`config.mk`:
```
export PLATFORM = sky130hd
export DESIGN_NAME = spi_device_core
export DESIGN_NICKNAME = d
export VERILOG_FILES = /design/src/rtl/spi_device_core.sv
export SDC_FILE = /design/constraint.sdc
export NUM_CORES = 1
export LEC_CHECK = 0
export ABC_AREA = 1
export BUFFER_PORTS_ARGS = -buffer_cell sky130_fd_sc_hd__clkbuf_2
export CORE_AREA = 2 2 162 148
export CTS_BUF_LIST = sky130_fd_sc_hd__clkbuf_8
export DETAILED_ROUTE_END_ITERATION = 10
export DIE_AREA = 0 0 164 150
export GPL_ROUTABILITY_DRIVEN = 0
export PLACE_DENSITY_LB_ADDON = 0.2
export SYNTH_ARGS = -nofsm -noshare
export SYNTH_HDL_FRONTEND = slang
export SYNTH_SLANG_ARGS = --single-unit
export TNS_END_PERCENT = 1
```
`constraint.sdc`:
```
create_clock -name clk_i -period 2.7 [get_ports clk_i]
set_clock_uncertainty 0.05 [all_clocks]
set_input_delay 0.135 -clock clk_i [delete_from_list [all_inputs] [get_ports clk_i]]
set_output_delay 0.135 -clock clk_i [all_outputs]
set_load 0.005 [all_outputs]
```
`src/rtl/spi_device_core.sv`:
```
// SPI device engine: oversampled SPI slave, single-entry TX/RX buffers.
// Define SPI_DEVICE_LOOPBACK_EN to add the CTRL[5] LOOP self-test path.
module spi_device_core #(
    parameter int unsigned SyncStages = 2,
    parameter int unsigned MaxLen     = 32
) (
    input  logic        clk_i,
    input  logic        rst_ni,
    input  logic [7:0]  addr_i,
    input  logic [31:0] wdata_i,
    input  logic [3:0]  be_i,
    input  logic        we_i,
    input  logic        re_i,
    output logic [31:0] rdata_o,
    output logic        error_o,
    output logic        intr_o,
    input  logic        sclk_i,
    input  logic        ss_ni,
    input  logic        sd_i,
    output logic        sd_o,
    output logic        sd_oe_o
);

    typedef enum logic {IDLE, ACTIVE} state_e;

`ifdef SPI_DEVICE_LOOPBACK_EN
    localparam logic [31:0] CtrlMask = 32'h0000_1F3F;
`else
    localparam logic [31:0] CtrlMask = 32'h0000_1F1F;
`endif

    function automatic logic [31:0] merge_be(input logic [31:0] old,
                                             input logic [31:0] nw,
                                             input logic [3:0]  be);
        logic [31:0] r;
        for (int i = 0; i < 4; i++) begin
            r[i*8 +: 8] = be[i] ? nw[i*8 +: 8] : old[i*8 +: 8];
        end
        return r;
    endfunction

    logic [SyncStages-1:0] sclk_sync, ss_sync, sd_sync;
    logic                  sclk_s, ss_s, sd_s, sclk_q, ss_q;
    state_e                state_q, state_d;
    logic                  active, stay, enter, load;
    logic [31:0]           ctrl_q, tx_buf, rx_buf;
    logic                  rxv_q, txe_q, ovr_q, udr_q;
    logic                  cfg_cpol, cfg_cpha, cfg_lsbf;
    logic [4:0]            cfg_len, bit_cnt, idx;
    logic [MaxLen-1:0]     tx_shift, rx_shift, rx_word;
    logic                  sd_q, out_bit, din, loop_act;
    logic                  sclk_edge, lead, trail, sample_ev, shift_ev, done;
    logic                  ss_fall, ss_rise, en;
    logic                  sel_ctrl, sel_stat, sel_tx, sel_rx, mapped;
    logic                  wr_ctrl, wr_stat, wr_tx, rd_rx;
    logic [31:0]           tx_new;
    logic                  unused_addr;

    assign unused_addr = ^addr_i[1:0];

    // ss_n synchronizer resets to deselected so reset never looks like a select
    always_ff @(posedge clk_i or negedge rst_ni) begin
        if (!rst_ni) begin
            sclk_sync <= '0;
            ss_sync   <= '1;
            sd_sync   <= '0;
            sclk_q    <= 1'b0;
            ss_q      <= 1'b1;
        end else begin
            sclk_sync <= {sclk_sync[SyncStages-2:0], sclk_i};
            ss_sync   <= {ss_sync[SyncStages-2:0], ss_ni};
            sd_sync   <= {sd_sync[SyncStages-2:0], sd_i};
            sclk_q    <= sclk_s;
            ss_q      <= ss_s;
        end
    end

    assign sclk_s = sclk_sync[SyncStages-1];
    assign ss_s   = ss_sync[SyncStages-1];
    assign sd_s   = sd_sync[SyncStages-1];

    assign ss_fall   = ss_q & ~ss_s;
    assign ss_rise   = ~ss_q & ss_s;
    assign sclk_edge = sclk_s ^ sclk_q;
    assign lead      = sclk_edge & (sclk_s != cfg_cpol);
    assign trail     = sclk_edge & (sclk_s == cfg_cpol);
    assign en        = ctrl_q[0];

    // bit 0 of each character is already on the line, so the first shift is skipped
    assign sample_ev = active & (cfg_cpha ? trail : lead);
    assign shift_ev  = active & (cfg_cpha ? lead : trail) & (bit_cnt != 5'd0);
    assign done      = sample_ev & (bit_cnt == cfg_len);

    assign out_bit = cfg_lsbf ? tx_shift[0] : tx_shift[cfg_len];
    assign idx     = cfg_lsbf ? bit_cnt : cfg_len - bit_cnt;
    assign rx_word = rx_shift | ({{(MaxLen-1){1'b0}}, din} << idx);

`ifdef SPI_DEVICE_LOOPBACK_EN
    logic cfg_loop;

    always_ff @(posedge clk_i or negedge rst_ni) begin
        if (!rst_ni) begin
            cfg_loop <= 1'b0;
        end else if (!active) begin
            cfg_loop <= ctrl_q[5];
        end
    end

    assign din      = cfg_loop ? out_bit : sd_s;
    assign loop_act = cfg_loop;
`else
    assign din      = sd_s;
    assign loop_act = 1'b0;
`endif

    always_ff @(posedge clk_i or negedge rst_ni) begin
        if (!rst_ni) begin
            state_q <= IDLE;
        end else begin
            state_q <= state_d;
        end
    end

    always_comb begin
        state_d = state_q;
        case (state_q)
            IDLE:    if (ss_fall && en) state_d = ACTIVE;
            ACTIVE:  if (ss_rise || !en) state_d = IDLE;
            default: state_d = IDLE;
        endcase
    end

    always_comb begin
        active  = (state_q == ACTIVE);
        sd_oe_o = active & ~loop_act;
        intr_o  = ctrl_q[4] & (rxv_q | ovr_q | udr_q);
        sd_o    = sd_q;
    end

    assign stay  = (state_d == ACTIVE);
    assign enter = ~active & stay;
    assign load  = enter | (done & stay);

    assign sel_ctrl = (addr_i[7:2] == 6'd0);
    assign sel_stat = (addr_i[7:2] == 6'd1);
    assign sel_tx   = (addr_i[7:2] == 6'd2);
    assign sel_rx   = (addr_i[7:2] == 6'd3);
    assign mapped   = sel_ctrl | sel_stat | sel_tx | sel_rx;
    assign wr_ctrl  = we_i & sel_ctrl;
    assign wr_stat  = we_i & sel_stat;
    assign wr_tx    = we_i & sel_tx;
    assign rd_rx    = re_i & sel_rx;
    assign tx_new   = merge_be(tx_buf, wdata_i, be_i);
    assign error_o  = (we_i | re_i) & ~mapped;

    always_ff @(posedge clk_i or negedge rst_ni) begin
        if (!rst_ni) begin
            ctrl_q   <= '0;
            cfg_cpol <= 1'b0;
            cfg_cpha <= 1'b0;
            cfg_lsbf <= 1'b0;
            cfg_len  <= '0;
        end else begin
            if (wr_ctrl) ctrl_q <= merge_be(ctrl_q, wdata_i, be_i) & CtrlMask;
            if (!active) begin
                cfg_cpol <= ctrl_q[1];
                cfg_cpha <= ctrl_q[2];
                cfg_lsbf <= ctrl_q[3];
                cfg_len  <= ctrl_q[12:8];
            end
        end
    end

    always_ff @(posedge clk_i or negedge rst_ni) begin
        if (!rst_ni) begin
            tx_buf   <= '0;
            tx_shift <= '0;
            rx_shift <= '0;
            rx_buf   <= '0;
            bit_cnt  <= '0;
            rxv_q    <= 1'b0;
            txe_q    <= 1'b1;
            ovr_q    <= 1'b0;
            udr_q    <= 1'b0;
            sd_q     <= 1'b0;
        end else begin
            sd_q <= out_bit;
            if (wr_tx) tx_buf <= tx_new;
            if (wr_stat && be_i[0]) begin
                if (wdata_i[2]) ovr_q <= 1'b0;
                if (wdata_i[3]) udr_q <= 1'b0;
            end
            // a TXDATA write landing with a load goes straight to the shifter
            if (load) begin
                if (wr_tx) begin
                    tx_shift <= tx_new;
                end else if (txe_q) begin
                    tx_shift <= '0;
                    udr_q    <= 1'b1;
                end else begin
                    tx_shift <= tx_buf;
                end
                txe_q <= 1'b1;
            end else begin
                if (shift_ev) begin
                    tx_shift <= cfg_lsbf ? {1'b0, tx_shift[MaxLen-1:1]}
                                         : {tx_shift[MaxLen-2:0], 1'b0};
                end
                if (wr_tx) txe_q <= 1'b0;
            end
            if (!stay || load) begin
                bit_cnt  <= '0;
                rx_shift <= '0;
            end else if (sample_ev) begin
                bit_cnt  <= bit_cnt + 5'd1;
                rx_shift <= rx_word;
            end
            if (done) begin
                if (rxv_q && !rd_rx) begin
                    ovr_q <= 1'b1;
                end else begin
                    rx_buf <= rx_word;
                    rxv_q  <= 1'b1;
                end
            end else if (rd_rx) begin
                rxv_q <= 1'b0;
            end
        end
    end

    always_comb begin
        rdata_o = '0;
        unique case (1'b1)
            sel_ctrl: rdata_o = ctrl_q;
            sel_stat: rdata_o = {27'd0, active, udr_q, ovr_q, txe_q, rxv_q};
            sel_rx:   rdata_o = rx_buf;
            default:  rdata_o = '0;
        endcase
    end

endmodule

```
# Yosys cells after proc, flatten, opt, wreduce, memory -nomap -nowiden
# Cells that the tools add are included.
[classes]
bitwise = 30
n_mux = 37
reduce_logical = 18
order_cmp = 1
add_sub_neg = 2
shifts = 1
n_eq_ne = 7
[ops]
columns = ["operator", "count"]
rows = [
  ["32-bit 2-to-1 mux", 7],
  ["32-bit case mux with 3 select lines", 1],
  ["8-bit 2-to-1 mux", 4],
  ["32-bit bitwise OR", 1],
  ["1-bit by 5-bit << shifter with 32-bit output", 1],
  ["1-bit 2-to-1 mux", 20],
  ["1-bit AND", 16],
  ["5-bit 2-to-1 mux", 3],
  ["6-bit by 2-bit == test with 1-bit output, second input constant", 2],
  ["2-bit AND reduction", 4],
  ["2-bit nonzero test", 4],
  ["1-bit bitwise OR", 7],
  ["6-bit by 1-bit == test with 1-bit output, second input constant", 1],
  ["6-bit logical NOT", 1],
  ["5-bit by 6-bit less-than comparator with 1-bit output, second input constant", 1],
  ["5-bit by 1-bit adder with 5-bit output, second input constant", 1],
  ["1-bit binary-select mux with 5-bit select", 1],
  ["5-bit == test", 1],
  ["1-bit NOT", 5],
  ["5-bit nonzero test", 1],
  ["5-bit subtractor", 1],
  ["1-bit logical AND", 3],
  ["1-bit logical NOT", 3],
  ["1-bit logical OR", 2],
  ["5 further kinds", 5],
]
[word_totals]
out_inout_bits = 36
regBits = 165
in_bits = 51

# Depth between registers and ports, before layout
# Gate-level depths: netlist (run 1).
[logic_depth]
word_depth = 9
ltp_mapped = 16
mapped_depth_nobuf = 14

# Least setup slack after synthesis (run 1)
# Ideal clock, no wire load.
[synth_timing]
path_type = "register -> register"
start = "register cfg_len[0]"
end = "register rx_buf[7]"
setup_time_ns = 0.084
stages_incl_launch_ff = 16
t_arrival_ns = 2.556
n_path_buf = 3
slack_ns = 0.010
path_cell_list = "dfrtp_1 -> clkbuf_1 -> inv_1 -> clkbuf_1 -> ha_1 -> fa_1 -> inv_1 -> nand3_1 -> nand2_1 -> nand2_1 -> nand3_1 -> nand2_1 -> inv_1 -> buf_2 -> nand3_1 -> a21boi_0"
[synth_between]
elab_chain_len = 4
elab_cells_between_ends = 7
classes_between = "add/sub: 1; eq/ne: 1; shift: 1; mux: 1; bitwise: 2; reduce/logical: 1"
[synth_lines]
columns = ["element", "line", "source"]
rows = [
  ["from (decl)", "49", "logic [4:0] cfg_len, bit_cnt, idx;"],
  ["from (signal assigned)", "169", "cfg_len <= ctrl_q[12:8];"],
  ["5-bit subtractor", "95", "assign idx = cfg_lsbf ? bit_cnt : cfg_len - bit_cnt;"],
  ["5-bit 2-to-1 mux", "95", ""],
  ["1-bit by 5-bit << shifter with 32-bit output", "96", "assign rx_word = rx_shift | ({{(MaxLen-1){1'b0}}, din} << idx);"],
  ["32-bit bitwise OR", "96", ""],
  ["to (signal assigned)", "222", "rx_buf <= rx_word;"],
  ["to (decl)", "46", "logic [31:0] ctrl_q, tx_buf, rx_buf;"],
]
# Several ways; a longest one is shown, not always the timed one.
# A chain may end at the register's enable or synchronous reset.

# Worst setup path after layout (run 1)
[layout_timing]
start = "register bit_cnt[0]"
end = "register rx_buf[3]"
[layout_between]
elab_chain_len = 4
elab_cells_between_ends = 7
classes_between = "add/sub: 1; eq/ne: 1; shift: 1; mux: 1; bitwise: 2; reduce/logical: 1"
[layout_lines]
columns = ["element", "line", "source"]
rows = [
  ["from (decl)", "49", ""],
  ["from (signal assigned)", "215", "bit_cnt <= bit_cnt + 5'd1;"],
  ["5-bit subtractor", "95", ""],
  ["5-bit 2-to-1 mux", "95", ""],
  ["1-bit by 5-bit << shifter with 32-bit output", "96", ""],
  ["32-bit bitwise OR", "96", ""],
]
# Several ways; a longest one is shown, not always the timed one.

==> impl_metrics.ini, run 1 <==
[outcome]
status = finished, final reports clean

[sta]
drv_slew = 0
setup_tns_ns = 0
timing_hold_violations_final = 0
fmaxAchievable_mhz = 405
setup_viols_final = 0
worstMarginPinSlew_ns = 0.562
rsz0062_at_grt = no
worst_slew_margin_rel_pct = 62.5
layout_worst_path_cycle_share_pct = 91.4
final_period_minus_worst_setup_slack_ns = 2.47
final.hold.worst_slack_ns = 0.0379

[clocking]
post_cts_resize_count = 0
cts_tree = yes
root_buffer = clkbuf_8
clkSlewWorstSetupHoldPaths_ns = 0.10
clk-insertion-delay-late_ns = 0.47
cts_max_path_buffers = 2
cts_sinks = 165
htreeDepth = 4
cts-buffers-inserted = 17

[global_routing]
grt_usage_pct = 20.1
overflow_left_after_global_routing = 0
grt_first_pass_wirelength_um = 39500
antenna_found_initial = 0
grt_max_degree = 60
grt_pass1_vias = 7841

[layout]
area.growth.synth_to_final_pct = 17.0
regArea_um2 = 4130
finalNonFillerCells = 1700
layout.filler_cells = 2379
nets = 1443
utilization_pct = 46.9
multi_input_area_um2 = 4310
num_antenna_cells = 0
design_area_um2 = 10800
final_layout_size_suffix_gt1_share_pct = 14.3

[worst_setup_path]
start_kind = flip-flop
critical_path_class = reg2reg
worstSetupEndpointType = flip-flop
crit_fanout = 16
cp_slowest_stage_delay_ns = 0.43
required_ns = 3.03
critical_path_cell_sequence = ha_1, fa_1, inv_1, nand3_1, nand2_1, nand2_1, nand3_1, nand2_1, inv_1, nand3_1, a21boi_0
cp_data_arrival_time_ns = 2.80
critical-path-slowest-cell = dfrtp_1
timing.critical_path.buf_inv = 2
timing.critical_path.max_delay_family = adder cells

[pwr]
power.static_leakage_nw = 5.67
power_density_nw_per_um2 = 549
vdd_ir_drop_max_mv = 0.273

[logic_synthesis]
synthesis.instances = 1279
synth-compound-area-share_pct = 7.83
synth_simple_gate_area_share_pct = 33.5
synth_mux_area_share_pct = 3.65
synth.lib_cells_used.distinct = 38
synth_fa_ha_area_share_pct = 1.03
async_flop_share_pct = 100
synth.yosys.seq_area_share_pct = 44.8
count_of_flip_flops_with_a_built_in_enable_after_synthesis = 0
post_synth_instance_area_um2 = 9220
synth_top_family_by_area = simple AND/OR/NAND/NOR gates
mean_syn_cell_area_um2 = 7.21
synth_ff_type = dfrtp_1
synth_warn = 0
post_synthesis_net_count = 1337
post_synth_xor_area_fraction_pct = 0.746
count_of_state_elements_after_synthesis = 165

[die]
initial_utilization_pct = 40.1
die_y_um = 150
dieWidth_um = 164
num_rows = 53
ioPinCount = 87
core_um2 = 23000
floorplan.die_area_um2 = 24600

[routing]
dr.first_iter.drc_count = 606
finalWirelength_um = 23600
route.detailed.vias_per_inst = 4.92
detail_route.drc_violations = 0
num_vias = 8372
route.detailed.wl_per_inst_um = 13.9
detail-route-antenna-nets = 0
drt_first_pass_iters = 5

[flow_run]
max_capacitance_violation_count = 0

[placement]
port_buffers = 84
dpl-instance-area_um2 = 10000
dp_hpwl_um = 15800
placed_cells_incl_taps = 1631

[min_path]
timing.hold.worst.class = in2reg
-- what timing repair did --
action	CTS	global route
buffers inserted	0	0
endpoints found under the setup margin	0	0
hold endpoints to repair	100	0
hold buffers	37	0
-- cells in the final DEF, fill, tap and decap left out, types with 5 or more instances in the layout --
| master | Yosys | layout |
|---|---|---|
| xor2_1 | 5 | 5 |
| clkbuf_8 | 0 | 17 |
| ha_1 | 6 | 6 |
| a21boi_0 | 8 | 8 |
| o22ai_1 | 5 | 5 |
| mux2_2 | 29 | 29 |
| nor2_1 | 89 | 89 |
| a21boi_1 | 8 | 8 |
| inv_6 | 0 | 5 |
| nand3_2 | 14 | 14 |
| nand2_1 | 503 | 503 |
| clkbuf_2 | 0 | 83 |
| nand4_1 | 5 | 5 |
| buf_4 | 3 | 21 |
| nand3_1 | 125 | 125 |
| dfrtp_1 | 161 | 161 |
| dlygate4sd3_1 | 0 | 37 |
| inv_1 | 129 | 129 |
| o21ai_0 | 72 | 72 |
| a21oi_1 | 27 | 27 |
| o221ai_1 | 5 | 5 |
-- state kept, by name (all words and copies together), names as in the netlist, 2 cells and up --
| name | flops |
|---|---|
| sclk_sync | 2 |
| rx_buf | 32 |
| sd_sync | 2 |
| ss_sync | 2 |
| cfg_len | 5 |
| rx_shift | 32 |
| tx_buf | 32 |
| bit_cnt | 5 |
| tx_shift | 32 |
| ctrl_q | 10 |
-- logic make-up after synthesis --
group | count (synthesis)
buffers and inverters | 194
xor gates and xnor gates | 7
muxes | 30
and+or+nand+nor | 746
AOI/OAI and AO/OA | 130
adders and majority gates | 7
DFF | 165
-- area by class of cell --
cell class / instances / area share, %
Multi-Input combinational cell: 920 / 40.0
Sequential cell: 165 / 38.3
Timing Repair Buffer: 146 / 9.59
Inverter: 135 / 4.70
Tap cell: 302 / 3.50
Clock buffer: 17 / 2.17
Clock inverter: 15 / 1.79
-- tightest hold or removal path, stage by stage --
cell,delay [ns]
clkbuf_2,0.09
nand4_1,0.09
nand2_1,0.11
nand2_1,0.09
-- final timing paths --
| path | from | cells after the start | to | slack (ns) |
|---|---|---|---|---|
| min | re_i | 4 | rxv_q | 0.04 |
| min in group asynchronous | rst_ni | 2 | rx_buf[6] | 0.15 |
| max reg2reg | bit_cnt[0] | 11 | rx_buf[3] | 0.23 |
| max | bit_cnt[0] | 11 | rx_buf[3] | 0.23 |
| max in group asynchronous | rst_ni | 3 | txe_q | 1.68 |
| min reg2reg | sd_sync[0] | 0 | sd_sync[1] | 0.31 |
-- synth_stat cells (2+ instances only) --
| library cell | n | area share (%) |
|---|---|---|
| nand2_1 | 503 | 20 |
| dfrtp_1 | 161 | 44 |
| inv_1 | 129 | 5.3 |
| nand3_1 | 125 | 6.8 |
| nor2_1 | 89 | 3.6 |
| o21ai_0 | 72 | 3.9 |
| clkbuf_1 | 31 | 1.3 |
| mux2_2 | 29 | 3.5 |
| a21oi_1 | 27 | 1.5 |
| buf_2 | 17 | 0.92 |
| nand3_2 | 14 | 1.5 |
| a21boi_0 | 8 | 0.65 |
| a21boi_1 | 8 | 0.65 |
| buf_1 | 6 | 0.24 |
| ha_1 | 6 | 0.81 |
| nand4_1 | 5 | 0.34 |
| o221ai_1 | 5 | 0.47 |
| o22ai_1 | 5 | 0.34 |
| xor2_1 | 5 | 0.47 |
| dfstp_2 | 4 | 1.1 |
| inv_2 | 4 | 0.16 |
| buf_4 | 3 | 0.24 |
| nand2_2 | 3 | 0.20 |
| buf_6 | 2 | 0.24 |
| clkinv_1 | 2 | 0.081 |
| nor3_1 | 2 | 0.11 |
| o211ai_1 | 2 | 0.16 |
| o21ai_1 | 2 | 0.11 |
-- where the power goes --
| part | leakage [nW] | internal [mW] | switching, mW |
|---|---|---|---|
| registers | 2.02 | 2.70 | 0.184 |
| clock network | 0.220 | 0.944 | 1.04 |
| logic | 3.43 | 0.401 | 0.653 |
| total | 5.67 | 4.05 | 1.88 |
-- metrics by stage --
stage	total power [mW]	worst slack, ns
CTS	5.99	0.232
floorplan	3.60	0.00996
global route	6.28	0.0509
finish	5.93	0.231
detailed placement	3.95	0.245
global placement	3.93	0.334
-- routing by layer --
metal | part of all wire (%) | vias up | track usage (%)
met3 | 3.4 | 12 | 3.30
li1 | - | 4241 | -
met2 | 47 | 154 | 32.7
met5 | 0 | - | 0
met1 | 49 | 3965 | 28.1
met4 | 0.85 | 0 | 4.43
No activity file was read; power rests on OpenSTA's default activity.
==> run 2, diff against run 1 <==
Settings changed: CORE_AREA 2 2 162 148 to 2 2 144 132, DIE_AREA 0 0 164 150 to 0 0 146 134.
==> run 2 against run 1 <==
Against the previous run:
- clock power fell by 9%
- largest power group unchanged
- non-clock buffer count rose by 3
- flip-flop and latch count did not move
- setup slack got worse by 0.057 ns
- final cell count fell by 3.2%
- critical path depth did not move
- highest routed layer unchanged
- first-iteration DRC count fell by 14%
- sequential power barely moved
- utilization rose by 12 points
- critical endpoint is now rx_buf[26]
- critical path type unchanged
- die area fell by 20%
==> impl_metrics.ini, run 2 (synthesis results as in run 1) <==
[outcome]
status = finished, final reports clean

[routing]
dr.first_iter.drc_count = 520
detail-route-antenna-nets = 0
drt_first_pass_iters = 5
detail_route.drc_violations = 0
num_vias = 8408
route.detailed.vias_per_inst = 5.11
finalWirelength_um = 23000
route.detailed.wl_per_inst_um = 14.0

[worst_setup_path]
critical_path_class = reg2reg
required_ns = 3.06
cp_data_arrival_time_ns = 2.89
crit_fanout = 7
worstSetupEndpointType = flip-flop
start_kind = flip-flop

[global_routing]
grt_max_degree = 63
overflow_left_after_global_routing = 0
groute.layer.met3.usage_pct = 3.67
grt_pass1_vias = 8095
antenna_found_initial = 0
grt_first_pass_wirelength_um = 39200
grt_usage_pct = 24.7
grt_busiest_layer = met2
global_route.usage.met1_pct = 33.1
grtUsageMet2_pct = 41.4

[die]
floorplan.die_area_um2 = 19600
ioPinCount = 87
initial_utilization_pct = 50.9
core_um2 = 18100
die_y_um = 134
num_rows = 47
dieWidth_um = 146

[clocking]
cts_max_path_buffers = 2
clkSlewWorstSetupHoldPaths_ns = 0.09
clk-insertion-delay-late_ns = 0.47
htreeDepth = 4
number_of_buffers_inserted_by_post_cts_setup_repair = 0
cts_sinks = 165
cts-buffers-inserted = 17
root_buffer = clkbuf_8
cts_tree = yes

[pwr]
swShare_pct = 31.9
internal-power_mw = 3.94
power_switching_mw = 1.84
seq_power_share_pct = 50.1
vdd_ir_drop_max_mv = 0.479
power.static_leakage_nw = 5.65
comb_power_share_pct = 18.3
power.clock.fraction_pct = 31.6
power_density_nw_per_um2 = 540

[sta]
fmaxAchievable_mhz = 396
layout_worst_path_cycle_share_pct = 93.5
drv_slew = 0
worstMarginPinSlew_ns = 0.660
final_period_minus_worst_setup_slack_ns = 2.53
worst_slew_margin_rel_pct = 55.9
setup_tns_ns = 0
rsz0062_at_grt = no
timing_hold_violations_final = 0
setup_viols_final = 0

[layout]
final_layout_size_suffix_gt1_share_pct = 14.6
num_antenna_cells = 0
layout_common_cells = nand2_1, dfrtp_1, inv_1
design_area_um2 = 10700
layout.filler_cells = 1711
area.growth.synth_to_final_pct = 16.1
nets = 1446
final_common_cell = nand2_1

[placement]
port_buffers = 84
dp_hpwl_um = 15600
dpl-instance-area_um2 = 9930

[flow_run]
max_capacitance_violation_count = 0

[min_path]
timing.hold.worst.class = in2reg
## run 2: cell types whose count changed in the layout (fill, tap and decap cells not counted), moves of 2 or more
cell / previous run / this run
clkinvlp_4: 0 / 6
buf_4: 21 / 25
clkinv_4: 3 / 1
inv_6: 5 / 3
## run 2: final cells by class
class | count | area (um2) | area share (%)
flip-flops and latches | 165 | 4140 | 38.6
well taps | 245 | 307 | 2.86
inverters | 135 | 510 | 4.77
clock inverters | 14 | 154 | 1.44
repair buffers | 149 | 1040 | 9.76
clock buffers | 17 | 234 | 2.19
multi-input cells | 920 | 4320 | 40.4
## run 2: final timing paths
kind | start | endpoint | slack, ns | depth (start not counted)
setup reg to reg | cfg_len[1] | rx_buf[26] | 0.17 | 11
setup / recovery | cfg_len[1] | rx_buf[26] | 0.17 | 11
min in group asynchronous | rst_ni | rx_buf[0] | 0.10 | 2
hold / removal | re_i | rxv_q | 0.02 | 4
max in group asynchronous | rst_ni | sd_sync[0] | 1.68 | 3
hold reg to reg | sclk_sync[0] | sclk_sync[1] | 0.30 | 0
## run 2: per-stage QoR
step / setup WS, ns / std cells / util, % / hold WS, ns / power, mW
after floorplan: 0.00996 / 1279 / - / -0.211 / 3.60
after global placement: 0.176 / 1577 / 54.8 / 0.0611 / 3.92
after detailed placement: 0.138 / 1577 / 54.8 / 0.0593 / 3.95
after CTS: 0.0792 / 1645 / 59.0 / 0.0171 / 5.82
after global routing: 0.00794 / 1645 / 59.1 / 0.0284 / 6.11
final: 0.175 / 1645 / 59.1 / 0.0240 / 5.78
## run 2: power by group through the flow
stage | Combinational, mW | Clock, mW | Sequential, mW
after detailed placement | 1.01 | 0 | 2.94
final | 1.06 | 1.82 | 2.90
after CTS | 1.06 | 1.86 | 2.89
after global placement | 0.990 | 0 | 2.93
after global routing | 1.23 | 1.96 | 2.92
after floorplan | 0.712 | 0 | 2.88
## run 2: routing by layer
metal  vias to the layer above  part of all wire [%]
met1                      3948                    46
li1                       4241                     -
met5                         -                     0
met3                        33                   3.6
met4                         0                   1.9
met2                       186                    49
## run 2: timing repair
action / in CTS / in global routing
hold buffers: 37 / 0
gates resized for setup: 0 / 4
endpoints found under the hold margin: 91 / 0
endpoints found under the setup margin: 0 / 50
## run 2: worst max-delay path: stages, from the launching register on
cell,delay [ns]
dfrtp_2,0.48
clkinv_1,0.15
fa_1,0.46
nand2_1,0.08
nand3_1,0.07
o21ai_1,0.21
inv_1,0.14
nor2_1,0.41
nand3_1,0.21
nand2_1,0.09
nand2_1,0.05
nand2_1,0.07
==> run 3, diff against run 2 <==
Settings changed: CELL_PAD_IN_SITES_DETAIL_PLACEMENT set to 1, CELL_PAD_IN_SITES_GLOBAL_PLACEMENT set to 2, CORE_AREA 2 2 144 132 to 2 2 182 167, DIE_AREA 0 0 146 134 to 0 0 184 169.
==> run 3 against run 2 <==
Against the previous run:
- cell area increased by 2.5%
- clock power up 14%
- first-iteration DRC count decreased by 13%
- critical path type unchanged
- setup slack worse by 0.013 ns
- non-clock buffer count up 6
- global-route usage is 5.8 points lower
- combinational power about the same
- count of clock-buffer cells in the layout is 1 higher
- flip-flop and latch count did not move
- hold slack better by 0.0071 ns
- routed wire length up 19%
- critical path depth decreased by 2
==> impl_metrics.ini, run 3 (synthesis results as in run 1) <==
[outcome]
status = finished, final reports clean

[worst_setup_path]
timing.critical_path.max_delay_family = simple AND/OR/NAND/NOR gates
critical_path_cell_sequence = ha_1, fa_1, nand2_1, nand3_1, o21ai_1, inv_1, nor2_1, nand3_1, a21oi_1
timing.critical_path.buf_inv = 1
most_frequent_cell_on_the_critical_path = nand3_1
critical-path-slowest-cell = dfrtp_1
start_kind = flip-flop
critical_path_class = reg2reg
cp_data_arrival_time_ns = 2.88
crit_fanout = 5
register_to_register_setup_slack_ns = 0.16
cp_slowest_stage_delay_ns = 0.44
required_ns = 3.04
worstSetupEndpointType = flip-flop

[placement]
port_buffers = 84
post-place-ws_ns = 0.167
dp_hpwl_um = 19400
dpl-instance-area_um2 = 10100

[sta]
worst_slew_margin_rel_pct = 59.1
layout_worst_path_cycle_share_pct = 94.0
timing_hold_violations_final = 0
final_critical_path_setup_slack_ns = 0.162
fmaxAchievable_mhz = 394
final.hold.worst_slack_ns = 0.0312
setup_tns_ns = 0
rsz0062_at_grt = yes
drv_slew = 0
final_period_minus_worst_setup_slack_ns = 2.54
setup_viols_final = 0
worstMarginPinSlew_ns = 0.613

[global_routing]
antenna_found_initial = 0
grt_pass1_vias = 8904
overflow_left_after_global_routing = 0
grt_first_pass_wirelength_um = 46600
grt_usage_pct = 18.9
grt_max_degree = 57

[layout]
final_layout_size_suffix_gt1_share_pct = 14.9
final_common_cell = nand2_1
num_antenna_cells = 0
area.growth.synth_to_final_pct = 18.9
design_area_um2 = 11000
nets = 1452
layout.filler_cells = 3692
layout_common_cells = nand2_1, dfrtp_1, inv_1

[clocking]
clkSlewWorstSetupHoldPaths_ns = 0.10
cts-buffers-inserted = 17
cts_tree = yes
root_buffer = clkbuf_8
cts_max_path_buffers = 2
cts_sinks = 165
clk-insertion-delay-late_ns = 0.49
htreeDepth = 4

[pwr]
power_density_nw_per_um2 = 553
power.static_leakage_nw = 5.70
vdd_ir_drop_max_mv = 0.290

[routing]
drt_first_pass_iters = 4
finalWirelength_um = 27500
num_vias = 8474
route.detailed.wl_per_inst_um = 15.4
detail-route-antenna-nets = 0
route.detailed.vias_per_inst = 4.76
detail_route.drc_violations = 0
dr.first_iter.drc_count = 450

[die]
die_y_um = 169
num_rows = 60
core_um2 = 29300
dieWidth_um = 184
initial_utilization_pct = 31.5
ioPinCount = 87
floorplan.die_area_um2 = 31100

[flow_run]
max_capacitance_violation_count = 0

[min_path]
timing.hold.worst.class = in2reg
-- run 3: changes by cell type in the layout (fill, tap and decap cells not counted), sizes merged --
| cell | before | now |
|---|---|---|
| dlygate4sd3 | 37 | 38 |
| clkinvlp | 6 | 5 |
| inv | 136 | 135 |
| bufinv | 2 | 4 |
| buf | 29 | 34 |
| clkbuf | 100 | 101 |
-- run 3: worst min-delay path: stages --
cell	delay [ns]
clkbuf_2	0.13
nand4_1	0.12
o21ai_0	0.08
o21ai_0	0.06
-- run 3: stage by stage --
step	power, mW	utilization [%]	instances
2_1_floorplan	3.60	-	1279
3_3_place_gp	3.99	34.6	1709
3_5_place_dp	4.01	34.6	1709
4_1_cts	6.17	37.4	1779
5_1_grt	6.46	37.5	1779
6_report	6.07	37.5	1779
-- run 3: final timing paths --
kind / depth (start not counted) / startpoint / to
max in group asynchronous: 3 / rst_ni / rx_shift[22]
hold / removal: 4 / addr_i[2] / ovr_q
hold reg to reg: 0 / sd_sync[0] / sd_sync[1]
min in group asynchronous: 2 / rst_ni / rx_buf[7]
setup reg to reg: 9 / bit_cnt[0] / rx_shift[26]
setup / recovery: 9 / bit_cnt[0] / rx_shift[26]
-- run 3: layout make-up --
class                           instances  area, um2  area share, %
Multi-Input combinational cell        920       4320           39.4
Sequential cell                       165       4130           37.7
Timing Repair Buffer                  155       1090           9.96
Inverter                              135        510           4.65
Tap cell                              372        465           4.24
Clock buffer                           18        248           2.26
Clock inverter                         14        199           1.81
-- run 3: per-layer routing --
layer  wire (um)  vias up  track usage [%]
met3         590       19             2.65
met4         314        0             4.24
met2       13500       91             33.4
met1       13100     4114             24.4
li1            -     4250                -
met5           0        -                0
-- run 3: what timing repair did --
action | in CTS | in global routing
hold buffers | 38 | 0
endpoints found under the setup margin | 0 | 15
buffers inserted | 0 | 0
resized for setup | 0 | 2
hold endpoints to repair | 98 | 0
-- run 3: power breakdown --
| part | switching (mW) | internal [mW] | total [mW] |
|---|---|---|---|
| combinational | 0.681 | 0.406 | 1.09 |
| clock | 1.04 | 1.04 | 2.08 |
| sequential | 0.199 | 2.70 | 2.90 |
